## src/rtl/msc_bbb_host.sv

```systemverilog
// USB Mass Storage Bulk-Only Transport host engine: CBW out, data phase, CSW in, result.
// Optional per-phase watchdog is compiled in when MSC_HOST_TIMEOUT_EN is defined.
module msc_bbb_host #(
    parameter int unsigned MAX_XFER_BYTES = 65536,
    parameter int unsigned TIMEOUT_CYCLES = 1000000
) (
    input  logic         clk,
    input  logic         rst,
    input  logic         cmd_valid,
    output logic         cmd_ready,
    input  logic [31:0]  cmd_tag,
    input  logic [31:0]  cmd_xfer_len,
    input  logic         cmd_dir_in,
    input  logic [2:0]   cmd_lun,
    input  logic [4:0]   cmd_cdb_len,
    input  logic [127:0] cmd_cdb,
    output logic [31:0]  tx_data,
    output logic         tx_valid,
    input  logic         tx_ready,
    input  logic [31:0]  rx_data,
    input  logic         rx_valid,
    output logic         rx_ready,
    input  logic [31:0]  wr_data,
    input  logic         wr_valid,
    output logic         wr_ready,
    output logic [31:0]  rd_data,
    output logic         rd_valid,
    input  logic         rd_ready,
    output logic         res_valid,
    output logic [1:0]   res_code,
    output logic [31:0]  res_residue,
    output logic [7:0]   res_csw_status,
    output logic         busy
);

    localparam int unsigned CNT_W = 30;
    localparam int unsigned CDB_W = 128;

    localparam logic [2:0] S_IDLE   = 3'd0;
    localparam logic [2:0] S_CBW    = 3'd1;
    localparam logic [2:0] S_DOUT   = 3'd2;
    localparam logic [2:0] S_DIN    = 3'd3;
    localparam logic [2:0] S_CSW    = 3'd4;
    localparam logic [2:0] S_RESULT = 3'd5;

    localparam logic [31:0] CBW_SIG = 32'h43425355;
    localparam logic [31:0] CSW_SIG = 32'h53425355;

    logic [2:0]       state, state_next;
    logic [2:0]       word_idx;
    logic [CNT_W-1:0] wcnt;
    logic [31:0]      tag_q, len_q, csw_residue;
    logic             dir_in_q;
    logic [2:0]       lun_q;
    logic [4:0]       cdb_len_q;
    logic [CDB_W-1:0] cdb_q, cdb_masked, cdb_tail;
    logic             sig_bad, tag_bad;
    logic             cmd_hs, cmd_legal, load_result, to_hit;
    logic [1:0]       res_code_n;
    logic [31:0]      res_residue_n, cbw_word;
    logic [7:0]       res_status_n;

    assign cmd_hs    = cmd_valid && cmd_ready;
    assign cmd_legal = (cmd_cdb_len != 5'd0) && (cmd_cdb_len <= 5'd16) &&
                       (cmd_xfer_len <= 32'(MAX_XFER_BYTES));
    assign cdb_tail  = {8'h00, cdb_q[CDB_W-1:8]};

    // CDB bytes at or beyond bCBWCBLength go out as zero
    always_comb begin
        cdb_masked = '0;
        for (int n = 0; n < 16; n++) begin
            if (5'(n) < cmd_cdb_len) cdb_masked[8*n +: 8] = cmd_cdb[8*n +: 8];
        end
    end

    always_comb begin
        case (word_idx)
            3'd0:    cbw_word = CBW_SIG;
            3'd1:    cbw_word = tag_q;
            3'd2:    cbw_word = len_q;
            3'd3:    cbw_word = {cdb_q[7:0], 3'b000, cdb_len_q, 5'b00000, lun_q,
                                 dir_in_q ? 8'h80 : 8'h00};
            default: cbw_word = cdb_tail[{word_idx[1:0], 5'b00000} +: 32];
        endcase
    end

`ifdef MSC_HOST_TIMEOUT_EN
    localparam int unsigned TO_W = $clog2(TIMEOUT_CYCLES + 1);
    logic [TO_W-1:0] to_cnt;
    logic            phase_act, phase_hs;

    assign phase_act = (state == S_CBW) || (state == S_DOUT) || (state == S_DIN) || (state == S_CSW);

    always_comb begin
        case (state)
            S_CBW:   phase_hs = tx_ready;
            S_DOUT:  phase_hs = wr_valid && tx_ready;
            S_DIN:   phase_hs = rx_valid && rd_ready;
            S_CSW:   phase_hs = rx_valid;
            default: phase_hs = 1'b0;
        endcase
    end

    assign to_hit = phase_act && !phase_hs && (to_cnt == TO_W'(TIMEOUT_CYCLES - 1));

    // Idle-cycle counter, restarted by any progress or phase change
    always_ff @(posedge clk or posedge rst) begin
        if (rst)                                 to_cnt <= '0;
        else if (state_next != state || phase_hs) to_cnt <= '0;
        else if (phase_act)                      to_cnt <= to_cnt + TO_W'(1);
    end
`else
    assign to_hit = 1'b0;
`endif

    always_ff @(posedge clk or posedge rst) begin
        if (rst) state <= S_IDLE;
        else     state <= state_next;
    end

    always_comb begin
        state_next    = state;
        tx_data       = '0;
        tx_valid      = 1'b0;
        wr_ready      = 1'b0;
        rd_data       = '0;
        rd_valid      = 1'b0;
        rx_ready      = 1'b0;
        load_result   = 1'b0;
        res_code_n    = 2'd0;
        res_residue_n = '0;
        res_status_n  = '0;
        case (state)
            S_IDLE: begin
                if (cmd_hs) begin
                    if (cmd_legal) begin
                        state_next = S_CBW;
                    end else begin
                        state_next  = S_RESULT;
                        load_result = 1'b1;
                        res_code_n  = 2'd3;
                    end
                end
            end
            S_CBW: begin
                tx_data  = cbw_word;
                tx_valid = 1'b1;
                if (tx_ready && word_idx == 3'd7)
                    state_next = (len_q == '0) ? S_CSW : (dir_in_q ? S_DIN : S_DOUT);
            end
            S_DOUT: begin
                tx_data  = wr_data;
                tx_valid = wr_valid;
                wr_ready = tx_ready;
                if (wr_valid && tx_ready && wcnt == CNT_W'(1)) state_next = S_CSW;
            end
            S_DIN: begin
                rd_data  = rx_data;
                rd_valid = rx_valid;
                rx_ready = rd_ready;
                if (rx_valid && rd_ready && wcnt == CNT_W'(1)) state_next = S_CSW;
            end
            S_CSW: begin
                rx_ready = 1'b1;
                if (rx_valid && word_idx == 3'd3) begin
                    state_next    = S_RESULT;
                    load_result   = 1'b1;
                    res_residue_n = csw_residue;
                    res_status_n  = rx_data[7:0];
                    if (sig_bad || tag_bad)                             res_code_n = 2'd3;
                    else if (rx_data[7:0] == 8'h02 || csw_residue > len_q) res_code_n = 2'd2;
                    else if (rx_data[7:0] > 8'h02)                      res_code_n = 2'd3;
                    else if (rx_data[7:0] == 8'h01)                     res_code_n = 2'd1;
                    else                                                res_code_n = 2'd0;
                end
            end
            S_RESULT: state_next = S_IDLE;
            default:  state_next = S_IDLE;
        endcase
        if (to_hit) begin
            state_next    = S_RESULT;
            load_result   = 1'b1;
            res_code_n    = 2'd2;
            res_residue_n = {wcnt, 2'b00};
            res_status_n  = '0;
        end
    end

    // Command latch, word index, data word counter and CSW capture
    always_ff @(posedge clk or posedge rst) begin
        if (rst) begin
            tag_q       <= '0;
            len_q       <= '0;
            dir_in_q    <= 1'b0;
            lun_q       <= '0;
            cdb_len_q   <= '0;
            cdb_q       <= '0;
            wcnt        <= '0;
            word_idx    <= '0;
            sig_bad     <= 1'b0;
            tag_bad     <= 1'b0;
            csw_residue <= '0;
        end else begin
            if (cmd_hs) begin
                tag_q     <= cmd_tag;
                len_q     <= cmd_xfer_len;
                dir_in_q  <= cmd_dir_in;
                lun_q     <= cmd_lun;
                cdb_len_q <= cmd_cdb_len;
                cdb_q     <= cdb_masked;
                wcnt      <= CNT_W'((33'(cmd_xfer_len) + 33'd3) >> 2);
            end else if ((state == S_DOUT && wr_valid && tx_ready) ||
                         (state == S_DIN && rx_valid && rd_ready)) begin
                wcnt <= wcnt - CNT_W'(1);
            end
            if (state_next != state)
                word_idx <= '0;
            else if ((state == S_CBW && tx_ready) || (state == S_CSW && rx_valid))
                word_idx <= word_idx + 3'd1;
            if (state == S_CSW && rx_valid) begin
                case (word_idx)
                    3'd0:    sig_bad     <= (rx_data != CSW_SIG);
                    3'd1:    tag_bad     <= (rx_data != tag_q);
                    3'd2:    csw_residue <= rx_data;
                    default: ;
                endcase
            end
        end
    end

    always_ff @(posedge clk or posedge rst) begin
        if (rst) begin
            cmd_ready      <= 1'b0;
            busy           <= 1'b0;
            res_valid      <= 1'b0;
            res_code       <= '0;
            res_residue    <= '0;
            res_csw_status <= '0;
        end else begin
            cmd_ready <= (state_next == S_IDLE);
            busy      <= (state_next != S_IDLE);
            res_valid <= (state_next == S_RESULT);
            if (load_result) begin
                res_code       <= res_code_n;
                res_residue    <= res_residue_n;
                res_csw_status <= res_status_n;
            end
        end
    end

endmodule

```

## config.mk

```make
export PLATFORM = sky130hd
export DESIGN_NAME = msc_bbb_host
export DESIGN_NICKNAME = d
export VERILOG_FILES = /design/src/rtl/msc_bbb_host.sv
export SDC_FILE = /design/constraint.sdc
export NUM_CORES = 1
export LEC_CHECK = 0
export BUFFER_PORTS_ARGS = -buffer_cell sky130_fd_sc_hd__buf_2
export CELL_PAD_IN_SITES_DETAIL_PLACEMENT = 1
export CELL_PAD_IN_SITES_GLOBAL_PLACEMENT = 1
export CORE_UTILIZATION = 45
export DETAILED_ROUTE_END_ITERATION = 6
export PLACE_DENSITY = 0.95
export SLEW_MARGIN = 20
export SYNTH_ARGS = -nofsm -noshare
export SYNTH_HDL_FRONTEND = slang
export SYNTH_SLANG_ARGS = --single-unit
```

## constraint.sdc

```tcl
create_clock -name clk -period 18 [get_ports clk]
set_input_delay 3.6 -clock clk [delete_from_list [all_inputs] [get_ports clk]]
set_output_delay 3.6 -clock clk [all_outputs]
set_load 0.005 [all_outputs]
```

* Word-level counts from Yosys, hierarchy flattened
Cells that the tools add are included.
** Operators by class
- $add $sub $neg :: 3
- Multiply operators :: 0
- Div/mod/pow operators :: 0
- Magnitude comparators :: 20
- Eq/ne operators :: 15
- Shift operators :: 1
- Multiplexer cells :: 53
- Bitwise gates (word level) :: 0
- Reductions and logical operators :: 30
** Operators with widths (number)
- 8-bit 2-to-1 mux :: 19
- 32-bit case mux with 4 select lines :: 1
- 128-bit by 8-bit variable part select with 32-bit output :: 1
- 32-bit 2-to-1 mux :: 3
- 32-bit case mux with 2 select lines :: 1
- 30-bit 2-to-1 mux :: 2
- 4-bit by 5-bit < comparator with 1-bit output (first input constant) :: 8
- 32-bit by 2-bit adder with 32-bit output (second input constant) :: 1
- 32-bit > comparator :: 1
- 32-bit by 17-bit less-or-equal comparator with 1-bit output (second input constant) :: 1
- 32-bit logical NOT :: 1
- 32-bit by 31-bit != test with 1-bit output (second input constant) :: 1
- 32-bit != test :: 1
- 30-bit by 1-bit equality test with 1-bit output (second input constant) :: 1
- 30-bit by 1-bit subtractor with 30-bit output (second input constant) :: 1
- 3-bit 2-to-1 mux :: 9
- 3-bit by 5-bit < comparator with 1-bit output (first input constant) :: 4
- 1-bit logical AND :: 15
- 3-bit case mux with 5 select lines :: 1
- 3-bit by 2-bit equality test with 1-bit output (second input constant) :: 4
- 2-bit 2-to-1 mux :: 6
- 1-bit by 5-bit < comparator with 1-bit output (first input constant) :: 2
- 2-bit by 5-bit < comparator with 1-bit output (first input constant) :: 2
- 3-bit equality test (second input constant) :: 3
- other kinds (16) :: 33
** Word-level totals
- Bits in registers :: 316
- Bits in latches :: 0
- RAM bits :: 0
- Memory bits (read-only) :: 0
- Input bits :: 272
- Word-level logic and storage cells :: 140
- Memories kept :: 0

* Logic depth before layout (Yosys ltp)
Gate-level depths: netlist (run 1).
- Depth after elaboration :: 8
- Depth in mapped cells :: 11
- Mapped depth without buffers :: 9

* Least setup slack after synthesis (run 1)
OpenSTA, ideal clock, no wires.
- Path type :: in2out
- Start :: in wr_data[26]
- End :: out tx_data[26]
- Arrival time :: 3.797 ns
- Data required time :: 14.400 ns
- Slack :: 10.603 ns
- Cell stages on the path :: 1
- Path through :: a22o_1
** Between the ends
- Word-level cells in the longest chain between the ends :: 1
** RTL lines
- start, declared :: RTL line 23 : input logic [31:0] wr_data,
- 32-bit case mux with 2 select lines :: RTL line 133 : case (state)
- end, declared :: RTL line 17 : output logic [31:0] tx_data,
No other way between the ends.

* Worst setup path after layout (run 1)
- Start :: reg word_idx[0]
- End :: out tx_data[12]
** Between the ends
- Word-level cells in the longest chain between the ends :: 3
** RTL lines
- start, declared :: RTL line 50 : logic [2:0] word_idx;
- start signal, assigned :: RTL line 219 : word_idx <= word_idx + 3'd1;
- 128-bit by 8-bit variable part select with 32-bit output (tied with other cells) :: RTL line 83 : default: cbw_word = cdb_tail[{word_idx[1:0], 5'b00000} +: 32];
- 32-bit case mux with 4 select lines * :: RTL line 77 : case (word_idx)
- 32-bit case mux with 2 select lines * :: RTL line 133
Mark *: on every way between the ends. The rest lies on a longest branch, timed or not.

==> impl_metrics.yaml, run 1 <==
worst_setup_path:
  r2r-end: "res_code[0]"
  crit_type: "reg2out"
  r2r_slack_ns: 13.88
  worstPathRequired_ns: 14.40
  cp_max_fo: 35
  crit_start: "word_idx[0]"
  slowest_delay_ns: 1.03
  startpoint_type: "register"
  worstSetupEndpointType: "output pin"
  path_common_cell: "ha_1"
  critical-path-slowest-cell: "dfrtp_2"
  reg2reg_depth: 10
  cp_cell_sequence: "ha_1 -> ha_1 -> nor2_1 -> buf_4 -> a21o_1 -> a221oi_1 -> o21ai_0 -> buf_2"
  critPathArrivalTime_ns: 4.23
  crit_end: "tx_data[12]"
  r2r_start: "word_idx[0]"
drt:
  wl_microns: 69540
  dr_total_vias: 15350
  via_per_inst: 6.489
  dr.first_iter.drc_count: 1746
  antenna_left: 0
  post-route-drc-count: 42
  firstDrtPassIters: 7
  wl_per_cell_microns: 29.40
outcome:
  violations: "design-rule violations"
  status: "complete, but fails checks"
placed_design:
  dp_hpwl_microns: 49350
  io_buffer_count: 384
  gp_congestion: 0.9620
  dp.cells: 2296
  postPlaceCellArea_sq_mm: 0.01827
timing:
  fmax_mhz: 127.7
  worstMarginPinSlew_ns: 1.110
  fin_worst_skew_ns: 0.02142
  slew_viol_final: 0
  min_period_ns: 7.832
  finalHoldViolCount: 0
  slew_headroom_pct: 25.99
  fin_crit_sh_pct: 43.51
  fin_setup_tns_ns: 0
  setup_violations: 0
  rsz0062_at_grt: "no"
logic_synthesis:
  async_flop_share_pct: 100.0
  ys.flop_type: "dfrtp_1"
  yosys_warnings: 0
  yosysTopAreaCell: "dfrtp_1"
  avgSynthCellArea_sq_um: 10.44
  ys_ff_latch: 316
  seq_area_frac_synth_pct: 49.41
  synth_commonest_cells: "dfrtp_1, nand2_1, a22o_1, o21ai_0, clkbuf_1"
  syn-num-nets: 1845
  yosysUniqueCellTypes: 67
  synthCells: 1533
  synth.most_common_cell: "dfrtp_1"
  yosysTopAreaCellShare_pct: 49.41
  netlist_area_sq_mm: 0.01600
  synthTopCellsByArea: "dfrtp_1, a22o_1, nand2_1"
  synth_edf_count: 0
clock_tree:
  clk_pin_slew_ns: 0.07
  htree_levels: 2
  cts_buffer_depth: 3
  insertion_delay_ns: 0.54
  cts_hold_buf: 0
  cts-root-buf: "clkbuf_16"
  cts_resized: 0
  cts_tree: "built"
  cts.sinks: 316
  cts-buffers-inserted: 35
  cts_setup_buffers: 0
global_routing:
  grt_pass1_vias: 16360
  grt_pass1_wl_microns: 102700
  grt_usage_pct: 38.24
  grt_overflow_total: 0
  grt_max_degree: 110
  antenna_found_initial: 10
die:
  ios: 385
  start_util_pct: 45.99
  num_rows: 68
  die-area_sq_mm: 0.03632
  die_x_microns: 190.6
  fp.dieH_microns: 190.6
  core_sq_mm: 0.03480
flow_run:
  max_cap_viol_count: 0
pwr:
  p_leak_nw: 9.472
  vdd_ir_drop_max_v: 0.0001002
  powerDensity_mw_per_mm2: 175.1
min_path:
  hp-class: "reg2reg"
  whs_path_depth: 2
  hp-start: "cdb_q[126]"
cells_and_area:
  area_growth_pct: 21.51
  layout.nets: 2190
  drive_gt1_share_pct: 28.35
  fillerInstances: 3902
  fin_area_sq_mm: 0.01945
  stdcell_count: 2365
==> per-layer routing <==
| metal | track usage [%] | wire length (microns) | vias up | share of wire [%] |
|---|---|---|---|---|
| li1 | - | - | 6295 | - |
| met1 | 46.11 | 24450 | 7678 | 35 |
| met2 | 62.88 | 33630 | 1062 | 48 |
| met3 | 8.944 | 7084 | 302 | 10 |
| met4 | 21.48 | 4305 | 10 | 6.2 |
| met5 | 0.4121 | 67 | - | 0.096 |
==> cells in the final DEF (no fill, tap or decap), drive strengths merged, types with 24 or more instances in the layout <==
cell type  synthesis  layout
dfrtp            316     316
a22o             166     166
nor4              37      37
o21ai             99      99
nand2            239     239
nand3             32      32
nor2              54      54
a222oi            25      25
a21oi             54      54
inv               45      46
xor2              60      60
mux2              32      32
and2              39      39
ha                40      40
mux4              24      24
buf               23     400
clkbuf            69      45
xnor2             28      28
==> power by group <==
| part | internal, mW | switching, mW | total, mW |
|---|---|---|---|
| logic | 0.524 | 0.746 | 1.27 |
| registers | 1.01 | 0.374 | 1.39 |
| clock network | 0.435 | 0.311 | 0.746 |
==> stage by stage <==
stage | setup WS [ns] | hold slack [ns] | total power, mW | utilization (%)
3_3_place_gp | 10.19 | 0.4476 | 2.443 | 52.50
2_1_floorplan | 5.657 | 0.4335 | 1.993 | -
5_1_grt | 10.03 | 0.4970 | 3.520 | 55.86
6_report | 10.17 | 0.4857 | 3.405 | 55.88
3_5_place_dp | 10.20 | 0.4685 | 2.568 | 52.50
4_1_cts | 10.17 | 0.4851 | 3.353 | 55.79
==> worst max-delay path, delay by kind of cell (launching register included) <==
kind	cells	cell delay, ns
AO/OA/AOI/OAI	3	1.08
AND/OR/NAND/NOR	1	0.13
adder cells (fa/ha/maj)	2	0.97
flip-flops	1	1.03
buffers and inverters	2	0.47
==> logic make-up (layout without fill, tap and decap cells) <==
group | Yosys count | after routing | synth area share, %
simple gates | 490 | 490 | 14.97
xor+xnor | 88 | 88 | 4.816
mux | 67 | 67 | 6.317
other cells | 0 | 9 | 0
fa+ha+maj | 40 | 40 | 3.127
compound gates | 394 | 394 | 17.97
buf+inv | 138 | 506 | 3.393
flops | 316 | 316 | 49.41
==> sequential cells by signal, indices dropped and copies added, names as in the netlist, 2 cells and up <==
register	cells
cdb_len_q	5
csw_residue	32
word_idx	3
cdb_q	128
res_code	2
lun_q	3
res_csw_status	8
res_residue	32
tag_q	32
len_q	32
state	3
wcnt	30
==> layout make-up <==
| type | instances | area [sq um] | share of cell area [%] |
|---|---|---|---|
| well taps | 455 | 569.3 | 2.928 |
| inverters | 46 | 180.2 | 0.9265 |
| repair buffers | 400 | 2049 | 10.54 |
| diodes | 9 | 22.52 | 0.1158 |
| flip-flops and latches | 316 | 7910 | 40.68 |
| clock buffers | 45 | 963.4 | 4.954 |
| clock inverters | 15 | 181.4 | 0.9330 |
| multi-input cells | 1079 | 7570 | 38.93 |
==> worst min path at each step <==
stage                  to  slack, ns
2_1_floorplan  cdb_q[120]       0.43
3_3_place_gp   cdb_q[125]       0.45
3_5_place_dp     lun_q[0]       0.47
4_1_cts          lun_q[0]       0.49
5_1_grt        cdb_q[126]       0.50
6_report       cdb_q[126]       0.49
(Power assumes the default switching activity.)
==> run 2: changes to the inputs <==
--- a/config.mk
+++ b/config.mk
@@ -5,12 +5,13 @@
 export SDC_FILE = /design/constraint.sdc
 export NUM_CORES = 1
 export LEC_CHECK = 0
+export ABC_AREA = 1
 export BUFFER_PORTS_ARGS = -buffer_cell sky130_fd_sc_hd__buf_2
 export CELL_PAD_IN_SITES_DETAIL_PLACEMENT = 1
 export CELL_PAD_IN_SITES_GLOBAL_PLACEMENT = 1
-export CORE_UTILIZATION = 45
+export CORE_UTILIZATION = 36
 export DETAILED_ROUTE_END_ITERATION = 6
-export PLACE_DENSITY = 0.95
+export PLACE_DENSITY = 0.89
 export SLEW_MARGIN = 20
 export SYNTH_ARGS = -nofsm -noshare
 export SYNTH_HDL_FRONTEND = slang
==> constraint.sdc (replaced) <==
create_clock -name clk -period 7 [get_ports clk]
set_input_delay 1.4 -clock clk [delete_from_list [all_inputs] [get_ports clk]]
set_output_delay 1.4 -clock clk [all_outputs]
set_load 0.005 [all_outputs]
==> run 2 against run 1 <==
Core utilization is 12 points lower. Power grew to 2.5 times the previous value. Highest routed layer unchanged. Combinational power grew to 2.6 times the previous value. Setup slack worse by 9.8 ns. First-iteration DRC count is 4.6% higher. Sequential power is 130% higher. The run now ends clean. Area after synthesis is 11% higher. Cell area is 11% higher. Non-clock buffer count stayed put. Clock-buffer cell count is 5 higher. Flip-flop and latch count stayed put.
==> impl_metrics.yaml, run 2 <==
outcome:
  status: "finished, final reports clean"
pwr:
  powerDensity_mw_per_mm2: 395.3
  p_seq_share_pct: 37.5
  p_comb_share_pct: 38.3
  p_leak_nw: 10.98
  p_switching_mw: 3.747
  power_frac_clock_pct: 24.2
  vdd_ir_drop_max_v: 0.0001776
  finalPower_mw: 8.526
  p_int_mw: 4.779
  swShare_pct: 43.95
drt:
  wl_per_cell_microns: 23.55
  wl_microns: 80710
  post-route-drc-count: 0
  dr_total_vias: 19040
  firstDrtPassIters: 6
  via_per_inst: 5.553
  antenna_left: 0
  dr.first_iter.drc_count: 1827
logic_synthesis:
  synth_commonest_cells: "nand2_1, dfrtp_1, inv_1, o21ai_0, nand3_1"
  yosys_warnings: 0
  synthMuxAreaShare_pct: 0
  synth_top_family_by_area: "simple AND/OR/NAND/NOR gates"
  syn-num-nets: 2719
  synth_edf_count: 0
  synth_compound_area_share_pct: 15.08
  synthCells: 2407
  async_flop_share_pct: 100.0
  ys.flop_type: "dfrtp_1"
  yosysTopAreaCell: "dfrtp_1"
  synthTopCellsByArea: "dfrtp_1, nand2_1, o21ai_0"
  synth_fa_ha_area_share_pct: 2.810
  yosysUniqueCellTypes: 53
  synth_xor_area_share_pct: 1.918
  avgSynthCellArea_sq_um: 7.400
  yosysTopAreaCellShare_pct: 44.40
  synth.most_common_cell: "nand2_1"
  yosys.area_share.simple_pct: 27.47
  ys_ff_latch: 316
  seq_area_frac_synth_pct: 44.40
  netlist_area_sq_mm: 0.01781
worst_setup_path:
  crit_start: "word_idx[1]"
  critical_path_buf_inv_count: 3
  cp_max_fo: 39
  path_delay_family: "buffers and inverters"
  slowest_delay_ns: 0.91
  r2r_start: "word_idx[1]"
  startpoint_type: "register"
  crit_end: "tx_data[23]"
  worstSetupEndpointType: "output pin"
  r2r-end: "res_residue[17]"
  cp_cell_sequence: "clkinv_1 -> ha_1 -> nand2_1 -> nand4_2 -> clkinv_2 -> o211ai_1 -> a32o_1 -> buf_2"
  r2r_slack_ns: 2.96
  critical-path-slowest-cell: "dfrtp_1"
  cp.depth: 8
  reg2reg_depth: 7
  critPathArrivalTime_ns: 5.22
  worstPathRequired_ns: 5.60
  crit_type: "reg2out"
global_routing:
  grt_max_degree: 186
  antenna_found_initial: 3
  grt_usage_pct: 31.86
  grt_pass1_vias: 19610
  grt_pass1_wl_microns: 121100
  grt_overflow_total: 0
cells_and_area:
  regMostFlops: "cdb_q"
  fillerInstances: 6254
  drive_gt1_share_pct: 18.00
  layout_commonest_cell: "nand2_1"
  layout.nets: 3047
  stdcell_count: 3428
  fin_area_sq_mm: 0.02157
  post-route-util_pct: 44.15
  area_growth_pct: 21.10
  final_cell_mix: "nand2_1, buf_2, dfrtp_1"
  largest_reg_flops: 128
clock_tree:
  cts-buffers-inserted: 38
  htree_levels: 2
  cts_buffer_depth: 3
  cts-root-buf: "clkbuf_16"
  insertion_delay_ns: 0.58
  cts.sinks: 316
  clk_pin_slew_ns: 0.06
  cts_tree: "built"
timing:
  fin_worst_skew_ns: 0.02373
  worstMarginPinSlew_ns: 1.067
  fin_setup_tns_ns: 0
  slew_headroom_pct: 28.58
  finalHoldViolCount: 0
  setup_violations: 0
  worst_slack_ns: 0.3751
  rsz0062_at_grt: "no"
  slew_viol_final: 0
  fmax_mhz: 150.9
  min_period_ns: 6.625
  fin_crit_sh_pct: 94.64
  hold_slack_ns: 0.4775
die:
  num_rows: 81
  start_util_pct: 36.46
  fp.dieH_microns: 224.4
  core_sq_mm: 0.04885
  die-area_sq_mm: 0.05037
  die_x_microns: 224.4
  ios: 385
placed_design:
  gp_congestion: 0.9443
  dp_hpwl_microns: 61780
  dp.cells: 3358
  post-place-ws_ns: 1.039
  io_buffer_count: 384
  postPlaceCellArea_sq_mm: 0.02027
flow_run:
  max_cap_viol_count: 0
min_path:
  hp-class: "reg2reg"
-- run 2: cell types whose count changed after synthesis, sizes merged, moves of 24 or more --
cell	previous run	this run
nand2	239	647
inv	45	273
nand3	32	223
o21ai	99	276
nor2	54	211
a22o	166	16
xor2	60	13
a21oi	54	94
and2	39	0
mux2	32	0
nor4	37	7
a222oi	25	0
mux4	24	0
-- run 2: cell type report --
| type | instances | area [sq um] | area share [%] |
|---|---|---|---|
| clock inverter | 16 | 203.9 | 0.9456 |
| inverter | 274 | 1042 | 4.832 |
| antenna | 3 | 7.507 | 0.03481 |
| multi-input combinational | 1705 | 8433 | 39.10 |
| tap | 664 | 830.8 | 3.852 |
| clock buffer | 50 | 1056 | 4.896 |
| sequential | 316 | 7908 | 36.66 |
| timing repair buffer | 400 | 2087 | 9.676 |
-- run 2: repair_timing --
action / CTS / global route
endpoints found under the setup margin: 0 / 3
buffers inserted: 0 / 0
gates resized for setup: 0 / 1
hold buffers: 0 / 0
-- run 2: power groups by stage --
stage                     combinational, mW  sequential (mW)  clock, mW
after global placement                 3.01             3.18          0
after detailed placement               3.17             3.20          0
final                                  3.26             3.20       2.06
after CTS                              3.21             3.18       2.07
after floorplan                        2.09             2.88          0
after global routing                   3.60             3.25       2.14
-- run 2: worst reg2reg max path: stages (launching register included) --
cell	delay, ns
dfrtp_1	0.91
ha_1	0.33
ha_1	0.61
inv_1	0.16
nor2_1	0.43
clkinv_2	0.86
nand3_1	0.45
o21ai_0	0.15
-- run 2: worst min path at each step --
| stage | to | cells past startpoint | slack [ns] | from |
|---|---|---|---|---|
| 3_3_place_gp | cdb_q[83] | 2 | 0.46 | cdb_q[83] |
| 3_5_place_dp | cdb_q[39] | 2 | 0.46 | cdb_q[39] |
| 5_1_grt | len_q[24] | 2 | 0.50 | len_q[24] |
| 4_1_cts | cdb_q[39] | 2 | 0.48 | cdb_q[39] |
| 6_report | cdb_q[39] | 2 | 0.48 | cdb_q[39] |
| 2_1_floorplan | cdb_q[61] | 2 | 0.44 | cdb_q[61] |
-- run 2: cell families after synthesis --
| group | after synthesis |
|---|---|
| buffers and inverters | 386 |
| AOI/OAI and AO/OA | 472 |
| adders and majority gates | 40 |
| xor gates and xnor gates | 39 |
| and+or+nand+nor | 1154 |
| DFF | 316 |
-- run 2: per-layer routing --
metal  global-route usage, %  share of wire, %  up-vias
li1                        -                 -     8589
met2                   50.84                46      828
met4                   14.88               4.8        2
met3                   6.231               7.2      179
met1                   41.62                42     9438
met5                       0             0.016        -
==> run 3: changes to the inputs <==
--- a/config.mk
+++ b/config.mk
@@ -9,9 +9,10 @@
 export BUFFER_PORTS_ARGS = -buffer_cell sky130_fd_sc_hd__buf_2
 export CELL_PAD_IN_SITES_DETAIL_PLACEMENT = 1
 export CELL_PAD_IN_SITES_GLOBAL_PLACEMENT = 1
+export CORE_MARGIN = 3
 export CORE_UTILIZATION = 36
 export DETAILED_ROUTE_END_ITERATION = 6
-export PLACE_DENSITY = 0.89
+export PLACE_DENSITY_LB_ADDON = 0.1
 export SLEW_MARGIN = 20
 export SYNTH_ARGS = -nofsm -noshare
 export SYNTH_HDL_FRONTEND = slang
==> run 3 against run 2 <==
Cell area decreased by 0.56%. Setup slack improved by 0.15 ns. Cell count shrank 0.23%. Hold slack worse by 0.0038 ns. Sequential power hardly changed. Maximum frequency increased by 2.3%. Clock power shrank 7%. Critical path depth is 2 higher. Largest power group unchanged.
==> impl_metrics.yaml, run 3 (same netlist as run 2, synthesis figures left out) <==
global_routing:
  grt_overflow_total: 0
  grt_max_degree: 164
  grt_pass1_wl_microns: 121400
  grt_pass1_vias: 18950
  grt_usage_pct: 30.52
  antenna_found_initial: 3
die:
  num_rows: 80
  ios: 385
  die_x_microns: 228.4
  start_util_pct: 36.84
  die-area_sq_mm: 0.05218
  core_sq_mm: 0.04835
  fp.dieH_microns: 228.4
drt:
  dr.first_iter.drc_count: 1525
  post-route-drc-count: 0
  wl_per_cell_microns: 23.76
  wl_microns: 81250
  dr_total_vias: 18540
  firstDrtPassIters: 5
  antenna_left: 0
  via_per_inst: 5.420
clock_tree:
  insertion_delay_ns: 0.55
  cts-buffers-inserted: 38
  cts-root-buf: "clkbuf_16"
  cts_resized: 0
  cts_hold_buf: 0
  cts.sinks: 316
  htree_levels: 2
  cts_tree: "built"
  clk_pin_slew_ns: 0.06
  cts_setup_buffers: 0
  cts_buffer_depth: 3
worst_setup_path:
  worstSetupEndpointType: "output pin"
  worstPathRequired_ns: 5.60
  crit_type: "reg2out"
  cp_max_fo: 39
  startpoint_type: "register"
  critPathArrivalTime_ns: 5.08
flow_run:
  max_cap_viol_count: 0
cells_and_area:
  largest_reg_flops: 128
  layout.nets: 3047
  drive_gt1_share_pct: 17.75
  layout_commonest_cell: "nand2_1"
  final_cell_mix: "nand2_1, buf_2, dfrtp_1"
  regMostFlops: "cdb_q"
  area_growth_pct: 20.41
timing:
  worst_slack_ns: 0.5218
  slew_headroom_pct: 24.42
  worstMarginPinSlew_ns: 1.129
  fin_crit_sh_pct: 92.55
  hold_slack_ns: 0.4737
  fin_worst_skew_ns: 0.01040
  fmax_mhz: 154.4
  fin_setup_tns_ns: 0
  min_period_ns: 6.478
  finalHoldViolCount: 0
  slew_viol_final: 0
  setup_violations: 0
  rsz0062_at_grt: "no"
pwr:
  p_leak_nw: 10.93
  powerDensity_mw_per_mm2: 390.5
  vdd_ir_drop_max_v: 0.0002390
placed_design:
  dp_hpwl_microns: 63200
  gp_congestion: 0.9478
  post-place-ws_ns: 1.264
  io_buffer_count: 384
outcome:
  status: "finished, final reports clean"
min_path:
  hp-class: "reg2reg"
run 3: layout make-up:
type	instances	area [sq um]
Tap cell	656	820.8
Sequential cell	316	7908
Timing Repair Buffer	400	2079
Fill cell	6188	26900
Clock buffer	56	1080
Clock inverter	10	78.83
Multi-Input combinational cell	1705	8433
Inverter	274	1040
Antenna cell	3	7.507
run 3: per-stage QoR:
stage	instances	util, %	power, mW	cell area [sq um]
after floorplan	2407	-	4.976	17810
after global placement	3351	41.95	6.325	20280
after detailed placement	3351	41.95	6.444	20280
after CTS	3417	44.35	8.397	21440
after global routing	3417	44.35	8.950	21440
final	3420	44.36	8.375	21450
run 3: layer usage:
metal  part of all wire, %  vias to the layer above  track usage (%)
met5                 0.016                        -                0
met4                   3.6                        2            9.905
met3                   6.8                      126            6.319
met2                    46                      621            48.65
met1                    44                     9211            41.62
li1                      -                     8578                -
run 3: worst paths after layout:
| check | startpoint | endpoint | slack, ns | depth (start not counted) |
|---|---|---|---|---|
| setup / recovery | word_idx[0] | tx_data[13] | 0.52 | 10 |
| hold / removal | cdb_q[45] | cdb_q[45] | 0.47 | 2 |
| setup reg to reg | word_idx[0] | res_residue[15] | 3.41 | 8 |
| hold reg to reg | cdb_q[45] | cdb_q[45] | 0.47 | 2 |
| max in group asynchronous | rst | cdb_q[30] | 5.06 | 3 |
| min in group asynchronous | rst | cdb_q[20] | 1.02 | 3 |
run 3: critical path: stages, from the launching register on:
cell and delay, ns:
dfrtp_1 0.86, inv_2 0.09, ha_1 0.23, inv_1 0.05, nor2_1 0.18, inv_1 0.67
nand4_2 0.77, inv_2 0.87, a221oi_1 0.14, o21ai_0 0.43, buf_2 0.21
run 3: power breakdown:
| part | total [mW] | leakage [nW] | switching [mW] | internal, mW |
|---|---|---|---|---|
| clock network | 1.92 | 0.575 | 0.820 | 1.10 |
| logic | 3.26 | 6.46 | 2.22 | 1.03 |
| registers | 3.19 | 3.89 | 0.669 | 2.53 |
